## src/rtl/exc_pkg.sv

```systemverilog
// Shared definitions for the exception/interrupt sequencer: state encoding,
// cause codes, default handler vectors and datapath override encodings.
package exc_pkg;

  typedef enum logic [1:0] {
    ST_RUN     = 2'd0,
    ST_HANDLER = 2'd1,
    ST_GUARD   = 2'd2
  } exc_state_e;

  localparam logic [3:0] CAUSE_NONE  = 4'd0;
  localparam logic [3:0] CAUSE_ILLOP = 4'd1;
  localparam logic [3:0] CAUSE_IRQ0  = 4'd2;

  localparam logic [31:0] DFLT_ILLOP_VEC = 32'h8000_0004;
  localparam logic [31:0] DFLT_XADR_VEC  = 32'h8000_0008;

  // Return address register ($26) selected by RegDst=XP.
  localparam logic [4:0] XP_REG = 5'd26;

  localparam logic [2:0] PCSRC_PLUS4  = 3'd0;
  localparam logic [2:0] PCSRC_BRANCH = 3'd1;
  localparam logic [2:0] PCSRC_JUMP   = 3'd2;
  localparam logic [2:0] PCSRC_ILLOP  = 3'd3;
  localparam logic [2:0] PCSRC_XADR   = 3'd4;

  function automatic logic [3:0] irq_cause(input logic [3:0] idx);
    return CAUSE_IRQ0 + idx;
  endfunction

endpackage

```

## src/rtl/irq_prio_enc.sv

```systemverilog
// Fixed-priority encoder: lowest set pending bit wins; outputs a one-hot
// grant, the winning index and an any-pending flag. Purely combinational.
module irq_prio_enc #(
  parameter int N_IRQ = 2,
  parameter int IDX_W = (N_IRQ > 1) ? $clog2(N_IRQ) : 1
) (
  input  logic [N_IRQ-1:0] i_pending,
  output logic [N_IRQ-1:0] o_grant,
  output logic [IDX_W-1:0] o_idx,
  output logic             o_any
);

  // NOTE: every output gets a default before the loop so no latch is inferred.
  always_comb begin
    o_grant = '0;
    o_idx   = '0;
    // Walking from the top down lets the lowest set bit overwrite last.
    for (int i = N_IRQ - 1; i >= 0; i--) begin
      if (i_pending[i]) begin
        o_grant    = '0;
        o_grant[i] = 1'b1;
        o_idx      = IDX_W'(i);
      end
    end
  end

  assign o_any = |i_pending;

endmodule

```

## src/rtl/exc_sequencer.sv

```systemverilog
// Exception/interrupt sequencer for the single-cycle MIPS datapath.
// Optional feature macro: EXC_STATS_EN (saturating taken-event counter).
module exc_sequencer
  import exc_pkg::*;
#(
  parameter int          N_IRQ     = 2,
  parameter logic [31:0] ILLOP_VEC = DFLT_ILLOP_VEC,
  parameter logic [31:0] XADR_VEC  = DFLT_XADR_VEC,
  parameter int          GUARD     = 2
) (
  input  logic             clk,
  input  logic             reset,
  input  logic [31:0]      pc,
  input  logic [31:0]      new_pc,
  input  logic             illop,
  input  logic             irq_en,
  input  logic [N_IRQ-1:0] irq_req,
  output logic [N_IRQ-1:0] irq_ack,
  output logic             take_exc,
  output logic [31:0]      exc_vector,
  output logic [31:0]      exc_ret_addr,
  output logic [3:0]       exc_cause,
  output logic             in_handler,
  output logic             double_fault,
  output logic [15:0]      exc_count
);

  localparam int         IDX_W      = (N_IRQ > 1) ? $clog2(N_IRQ) : 1;
  localparam logic [3:0] GUARD_INIT = 4'(GUARD - 1);

  exc_state_e       r_state, w_state_nxt;
  logic [3:0]       r_guard_cnt, w_guard_nxt;
  logic [N_IRQ-1:0] r_pending, r_req_q;
  logic [3:0]       r_cause;
  logic             r_double_fault;

  logic [N_IRQ-1:0] w_grant;
  logic [IDX_W-1:0] w_grant_idx;
  logic             w_any_pending;
  logic             w_user;
  logic             w_take_irq;
  logic             w_take_ill;

  irq_prio_enc #(
    .N_IRQ (N_IRQ),
    .IDX_W (IDX_W)
  ) u_prio (
    .i_pending (r_pending),
    .o_grant   (w_grant),
    .o_idx     (w_grant_idx),
    .o_any     (w_any_pending)
  );

  // Interrupts need a clean user-mode RUN; illop is also honoured in GUARD.
  assign w_user     = ~pc[31];
  assign w_take_irq = (r_state == ST_RUN) && w_user && irq_en && w_any_pending;
  assign w_take_ill = !w_take_irq && (r_state != ST_HANDLER) && w_user && illop;

  assign take_exc     = w_take_irq | w_take_ill;
  assign irq_ack      = w_take_irq ? w_grant : '0;
  assign exc_vector   = w_take_irq ? XADR_VEC : (w_take_ill ? ILLOP_VEC : 32'h0);
  assign exc_ret_addr = w_take_irq ? pc : (w_take_ill ? new_pc : 32'h0);
  assign exc_cause    = r_cause;
  assign in_handler   = (r_state == ST_HANDLER);
  assign double_fault = r_double_fault;

  always_comb begin
    w_state_nxt = r_state;
    w_guard_nxt = r_guard_cnt;
    unique case (r_state)
      ST_RUN: begin
        if (take_exc) w_state_nxt = ST_HANDLER;
      end
      ST_HANDLER: begin
        // Handler returned via jr $26 once the supervisor bit drops.
        if (w_user) begin
          w_state_nxt = ST_GUARD;
          w_guard_nxt = GUARD_INIT;
        end
      end
      ST_GUARD: begin
        if (take_exc) begin
          w_state_nxt = ST_HANDLER;
        end else if (r_guard_cnt == 4'd0) begin
          w_state_nxt = ST_RUN;
        end else begin
          w_guard_nxt = r_guard_cnt - 4'd1;
        end
      end
      default: w_state_nxt = ST_RUN;
    endcase
  end

  // NOTE: sequential state uses non-blocking assignments so every flop
  // samples pre-edge values regardless of statement order.
  always_ff @(posedge clk or negedge reset) begin
    if (!reset) begin
      r_state        <= ST_RUN;
      r_guard_cnt    <= 4'd0;
      r_pending      <= '0;
      r_req_q        <= '0;
      r_cause        <= CAUSE_NONE;
      r_double_fault <= 1'b0;
    end else begin
      r_state     <= w_state_nxt;
      r_guard_cnt <= w_guard_nxt;
      r_req_q     <= irq_req;
      // A fresh edge on the ack cycle wins over the clear.
      r_pending   <= (r_pending & ~irq_ack) | (irq_req & ~r_req_q);
      if (take_exc) begin
        r_cause <= w_take_irq ? irq_cause(4'(w_grant_idx)) : CAUSE_ILLOP;
      end
      if ((r_state == ST_HANDLER) && illop && pc[31]) begin
        r_double_fault <= 1'b1;
      end
    end
  end

`ifdef EXC_STATS_EN
  logic [15:0] r_exc_count;

  always_ff @(posedge clk or negedge reset) begin
    if (!reset) begin
      r_exc_count <= 16'h0;
    end else if (take_exc && (r_exc_count != 16'hFFFF)) begin
      r_exc_count <= r_exc_count + 16'h1;
    end
  end

  assign exc_count = r_exc_count;
`else
  assign exc_count = 16'h0;
`endif

endmodule

```

## config.mk

```make
export PLATFORM = sky130hd
export DESIGN_NAME = exc_sequencer
export DESIGN_NICKNAME = d
export VERILOG_FILES = /design/src/rtl/exc_pkg.sv /design/src/rtl/irq_prio_enc.sv /design/src/rtl/exc_sequencer.sv
export SDC_FILE = /design/constraint.sdc
export NUM_CORES = 1
export LEC_CHECK = 0
export ABC_AREA = 1
export ABC_CLOCK_PERIOD_IN_PS = 1200
export CAP_MARGIN = 40
export CORE_UTILIZATION = 25
export CTS_BUF_LIST = sky130_fd_sc_hd__clkbuf_8
export CTS_CLUSTER_SIZE = 25
export DETAILED_ROUTE_END_ITERATION = 10
export PLACE_DENSITY_LB_ADDON = 0.1
export SYNTH_ARGS = -nofsm -noshare
export SYNTH_HDL_FRONTEND = slang
export SYNTH_SLANG_ARGS = --single-unit
```

## constraint.sdc

```tcl
create_clock -name clk -period 1.2 [get_ports clk]
set_input_delay 0.24 -clock clk [delete_from_list [all_inputs] [get_ports clk]]
set_output_delay 0.24 -clock clk [all_outputs]
set_load 0.02 [all_outputs]
```

# After elaboration in Yosys (flattened, before gate mapping)
# Index checks and enable logic that the tools add are counted.
# Widths: inputs -> output; s select.
totals:
  reg_bits: 15
  input_bits: 70
  out_inout_bits: 89
  elab_cells: 57
op_classes:
  n_addsub: 2
  eq_ne: 8
  muxes: 19
  bitwise_logic: 7
  reduce_logical: 15
op_table:
  columns: ["op", "count"]
  rows:
  - ["$mux 32", 4]
  - ["$mux 2", 7]
  - ["$mux 4", 3]
  - ["$logic_and 1x1->1", 8]
  - ["$ne 2x2->1 const B", 4]
  - ["$pmux 4 s2", 1]
  - ["$pmux 2 s3", 1]
  - ["$and 2x2->2", 2]
  - ["$logic_not 4->1", 1]
  - ["$not 2->2", 2]
  - ["$reduce_and 4->1", 1]
  - ["$sub 4x1->4 const B", 1]
  - ["$add 2x1->3 const A", 1]
  - ["$mux 3", 1]
  - ["$ne 3x3->1 const B", 1]
  - ["$reduce_and 3->1", 1]
  - ["$eq 2x1->1 const B", 1]
  - ["$eq 2x2->1 const B", 1]
  - ["$logic_not 2->1", 1]
  - ["$mux 1", 2]
  - ["$ne 2x1->1 const B", 1]
  - ["$or 2x2->2", 1]
  - ["$reduce_bool 2->1", 1]
  - ["$reduce_or 2->1", 1]
  - ["3 further kinds", 3]

# Logic depth before layout (Yosys ltp)
depth:
  word_depth: 11
  mapped_depth: 8
  mapped_depth_nobuf: 8

# By module
# A second synthesis with hierarchy kept.
hier_totals:
  hier_cells: 244
  area_unflattened_um2: 1481.4
by_module_without_submodules:
  columns: ["module", "instances", "cells_each", "area_per_inst_um2", "seq_area_each_um2"]
  rows:
  - ["exc_sequencer", 1, 238, 1451.4, 325.3]
  - ["irq_prio_enc", 1, 6, 30.0, 0.0]

# Worst setup path before layout
# No wires, ideal clock.
synth_path:
  path_kind: "register to output"
  startpoint: "register r_state[0]"
  endpoint: "output exc_ret_addr[22]"
  arrival_ns: 1.243
  slack_ns: -0.283
  stages_incl_launch_ff: 9
  cell_sequence: "dfrtp_1 > inv_1 > nor2_2 > nor2_2 > nand2_2 > inv_2 > buf_6 > nand2_1 > nand2_1"
synth_between:
  elab_chain_len: 10
synth_lines:
  columns: ["element", "line_no", "source"]
  rows:
  - ["start, declared", "exc_sequencer.sv:31", "exc_state_e r_state, w_state_nxt;"]
  - ["start signal, assigned", "exc_sequencer.sv:105", "r_state <= w_state_nxt;"]
  - ["$logic_not 2->1", "exc_sequencer.sv:56", "assign w_take_irq = (r_state == ST_RUN) && w_user && irq_en && w_any_pending;"]
  - ["$logic_and 1x1->1 (3 in a row)", "exc_sequencer.sv:56", null]
  - ["$logic_not 1->1", "exc_sequencer.sv:57", "assign w_take_ill = !w_take_irq && (r_state != ST_HANDLER) && w_user && illop;"]
  - ["$logic_and 1x1->1 (3 in a row)", "exc_sequencer.sv:57", null]
  - ["$mux 32", "exc_sequencer.sv:62", "assign exc_ret_addr = w_take_irq ? pc : (w_take_ill ? new_pc : 32'h0);"]
  - ["$mux 32 (*)", "exc_sequencer.sv:62", null]
  - ["end, declared", "exc_sequencer.sv:21", "output logic [31:0] exc_ret_addr,"]
# Every way passes the cells marked *; elsewhere a longest branch is shown, timed or not.

# Final worst setup path
layout_path:
  startpoint: "register r_state[0]"
  endpoint: "output irq_ack[1]"
layout_between:
  elab_chain_len: 5
layout_lines:
  columns: ["element", "line_no", "source"]
  rows:
  - ["$logic_not 2->1", "exc_sequencer.sv:56", null]
  - ["$logic_and 1x1->1 (3 in a row)", "exc_sequencer.sv:56", null]
  - ["$mux 2", "exc_sequencer.sv:60", "assign irq_ack = w_take_irq ? w_grant : '0;"]
  - ["end, declared", "exc_sequencer.sv:18", "output logic [N_IRQ-1:0] irq_ack,"]
# No other way between the ends.

==> flow_metrics.py <==
metrics = {
    "global_routing": {
        "grt_max_usage_layer": "met2",
        "global_route_wire_length_before_repair_um": 7900,
        "grt_max_degree": 18,
        "grt_util_met3_pct": 2.759,
        "groute.layer.met1.usage_pct": 16.88,
        "antenna_found_initial": 0,
        "via_count_of_the_first_global_routing_pass": 1643,
        "use_met2_pct": 32.00,
        "gr-total-overflow": 0,
        "grt.total_usage_pct": 16.46,
    },
    "logic_synthesis": {
        "yosys.area_share.adder_pct": 0.8475,
        "ys_seq_elements": 13,
        "synth.yosys.seq_area_share_pct": 22.03,
        "xor_and_xnor_area_share_after_synthesis_pct": 0,
        "synth.lib_cells_used.distinct": 19,
        "synth_top_family_by_area": "simple AND/OR/NAND/NOR gates",
        "mappedNetlistArea_mm2": 0.001476,
        "synthesis.area_per_instance_um2": 6.126,
        "synth-compound-area-share_pct": 2.966,
        "multiplexer_share_of_the_synthesized_area_pct": 0,
        "synthesis.yosys.warnings": 0,
        "synth_cells": 241,
        "yosys.area_share.simple_pct": 40.34,
    },
    "run_status": {
        "run_status": "complete, but fails checks",
        "failed_checks": "negative setup slack",
    },
    "drt": {
        "avgViaCountPerCell": 3.958,
        "totalWireLength_um": 5287,
        "detail_route.wl_per_cell_um": 11.75,
        "detail_route.iter0.violations": 43,
        "dr_total_vias": 1781,
        "antenna_violating_nets_post_route": 0,
        "drt_pre_antenna_iters": 4,
        "detail_route.drc_violations": 0,
    },
    "setup_path": {
        "critical_path.n_buffers_inverters": 3,
        "cp_cell_sequence": "nor2_4 -> nand3_4 -> buf_4 -> buf_8 -> nor3_4 -> buf_6",
        "worst_ep_required_time_ns": 0.96,
        "timing.setup.critical_path_class": "flop to output pin",
        "critical_path.startpoint": "r_state[0]",
        "worst-path-max-fanout": 7,
        "cp.arrival_ns": 1.52,
        "worst_setup_path_start_kind": "flop",
        "cpLargestDelayFamily": "buffers and inverters",
        "end_kind": "output pin",
        "worst_path_largest_cell_delay_ns": 0.44,
        "r2r_start": "r_state[0]",
        "cp_slowest_cell": "sky130_fd_sc_hd__dfrtp_2",
    },
    "die": {
        "core_area_mm2": 0.005608,
        "design.portCount": 159,
        "die-width_um": 78.85,
        "core.rowCount": 27,
        "dieArea_mm2": 0.006217,
        "initial_core_util_pct": 26.33,
        "die_height_um": 78.85,
    },
    "sta": {
        "finalMaxSlewViolations": 0,
        "report.final.setup_viol": 46,
        "hold_viol_final": 0,
        "fin_skew_ns": 0.001834,
        "finalCriticalPeriod_ns": 1.758,
        "grt_setup_unrepaired": "true",
        "final_worst_setup_slack_ns": -0.5584,
        "fmax_mhz": 568.7,
        "layout_worst_path_cycle_share_pct": 146.5,
    },
    "cts": {
        "worst_skew_pair.late_latency_ns": 0.25,
        "htree_num_levels": 1,
        "ctsHoldBuffers": 0,
        "clock-sinks": 13,
        "cts_buffer_depth": 2,
        "worst_setup_hold_path_clk_slew_ns": 0.06,
        "clk_root_buffer_cell": "sky130_fd_sc_hd__clkbuf_8",
        "cts_made_buffers": 3,
        "cts_tree": "built",
    },
    "pwr": {
        "ir_drop_mv": 1.111,
        "power.static_leakage_nw": 1.624,
        "power_per_cell_area_mw_per_mm2": 1413,
    },
    "layout": {
        "fillCellCount": 549,
        "finish.net_count": 450,
        "drive_gt1_share_pct": 43.65,
        "final_cell_mix": "sky130_fd_sc_hd__clkdlybuf4s50_1, sky130_fd_sc_hd__nand2_1, sky130_fd_sc_hd__nand2_2, sky130_fd_sc_hd__conb_1, sky130_fd_sc_hd__buf_6",
        "areaGrowthSynthToFinish_pct": 115.9,
        "layout.cells.most_common": "sky130_fd_sc_hd__clkdlybuf4s50_1",
        "antenna-diode-count": 0,
        "final-instance-count-excl-fill": 450,
    },
    "place": {
        "hpwlAfterDp_um": 4090,
        "dp_worst_setup_slack_ns": -1.125,
        "placedCellCount": 436,
        "place.gp.congestion": 0.7482,
        "buffer_ports.inserted": 111,
    },
    "flow_run": {
        "max_cap_violations": 0,
    },
    "worst_hold_path": {
        "hp-start": "illop",
        "worst_hold_path_type": "input pin to flop",
    },
}
## timing repair
item | CTS | global route
resized for setup | 271 | 42
setup buffers | 2 | 7
cloned | 2 | 0
pin swaps | 5 | 5
endpoints found under the setup margin | 50 | 49
## cells in the mapped netlist (all sizes together)
master / number / area, um^2
nand3: 4 / 32.53
nor2: 16 / 77.57
a21oi: 2 / 10.01
a21o: 1 / 7.510
inv: 19 / 71.32
buf: 55 / 424.2
o21ai: 4 / 20.02
dfrtp: 13 / 325.3
o22ai: 1 / 6.260
nand2: 122 / 475.5
nor3: 2 / 10.01
ha: 1 / 12.51
conb: 1 / 3.750
## sequential cells by signal, indices dropped and copies added (netlist names)
signal / count
double_fault: 1
r_pending: 2
r_guard_cnt: 4
exc_cause: 2
r_state: 2
r_req_q: 2
## path summary, 6_finish.rpt
path,end,slack (ns),cells past startpoint
worst max-delay path,irq_ack[1],-0.56,6
worst min-delay path,double_fault,0.27,2
worst max register to register,r_state[0],-0.25,9
worst min register to register,r_pending[1],0.41,1
max in group asynchronous,r_state[1],0.73,2
min in group asynchronous,exc_cause[0],0.29,2
## kinds of logic after synthesis
logic type	Yosys count
other cells	1
buf+inv	74
simple gates	144
flops	13
fa+ha+maj	1
compound gates	8
## stage by stage
stage / cell area [um^2] / total power [mW] / TNS (ns) / hold slack [ns] / utilization [%]
2_1_floorplan: 1795 / 2.331 / -6.417 / -0.05559 / -
3_3_place_gp: 2771 / 3.484 / -44.01 / 0.4052 / 49.42
3_5_place_dp: 2771 / 3.500 / -44.34 / 0.4217 / 49.42
4_1_cts: 3015 / 4.241 / -20.27 / 0.2916 / 53.77
5_1_grt: 3188 / 4.825 / -23.64 / 0.3037 / 56.85
6_report: 3188 / 4.506 / -20.66 / 0.2708 / 56.85
## metal layers
metal / up-vias / wire, um / share of wire [%]
met5: - / 0 / 0
met4: 0 / 111 / 2.1
li1: 896 / - / -
met3: 9 / 334 / 6.3
met1: 791 / 1860 / 35
met2: 85 / 2981 / 56
## cell type report
class | count | area (um^2) | share of cell area [%]
Timing Repair Buffer | 142 | 1504 | 47.17
Multi-Input combinational cell | 200 | 1137 | 35.67
Sequential cell | 13 | 327.8 | 10.28
Tap cell | 72 | 90.09 | 2.826
Inverter | 19 | 83.83 | 2.630
Clock buffer | 3 | 41.29 | 1.295
Clock inverter | 1 | 3.754 | 0.1177
## where the power goes
| group | internal [mW] | switching, mW |
|---|---|---|
| Sequential | 0.593 | 0.134 |
| Clock | 0.227 | 0.171 |
| Combinational | 1.65 | 1.73 |
| Total | 2.47 | 2.04 |
(Power assumes the default switching activity.)
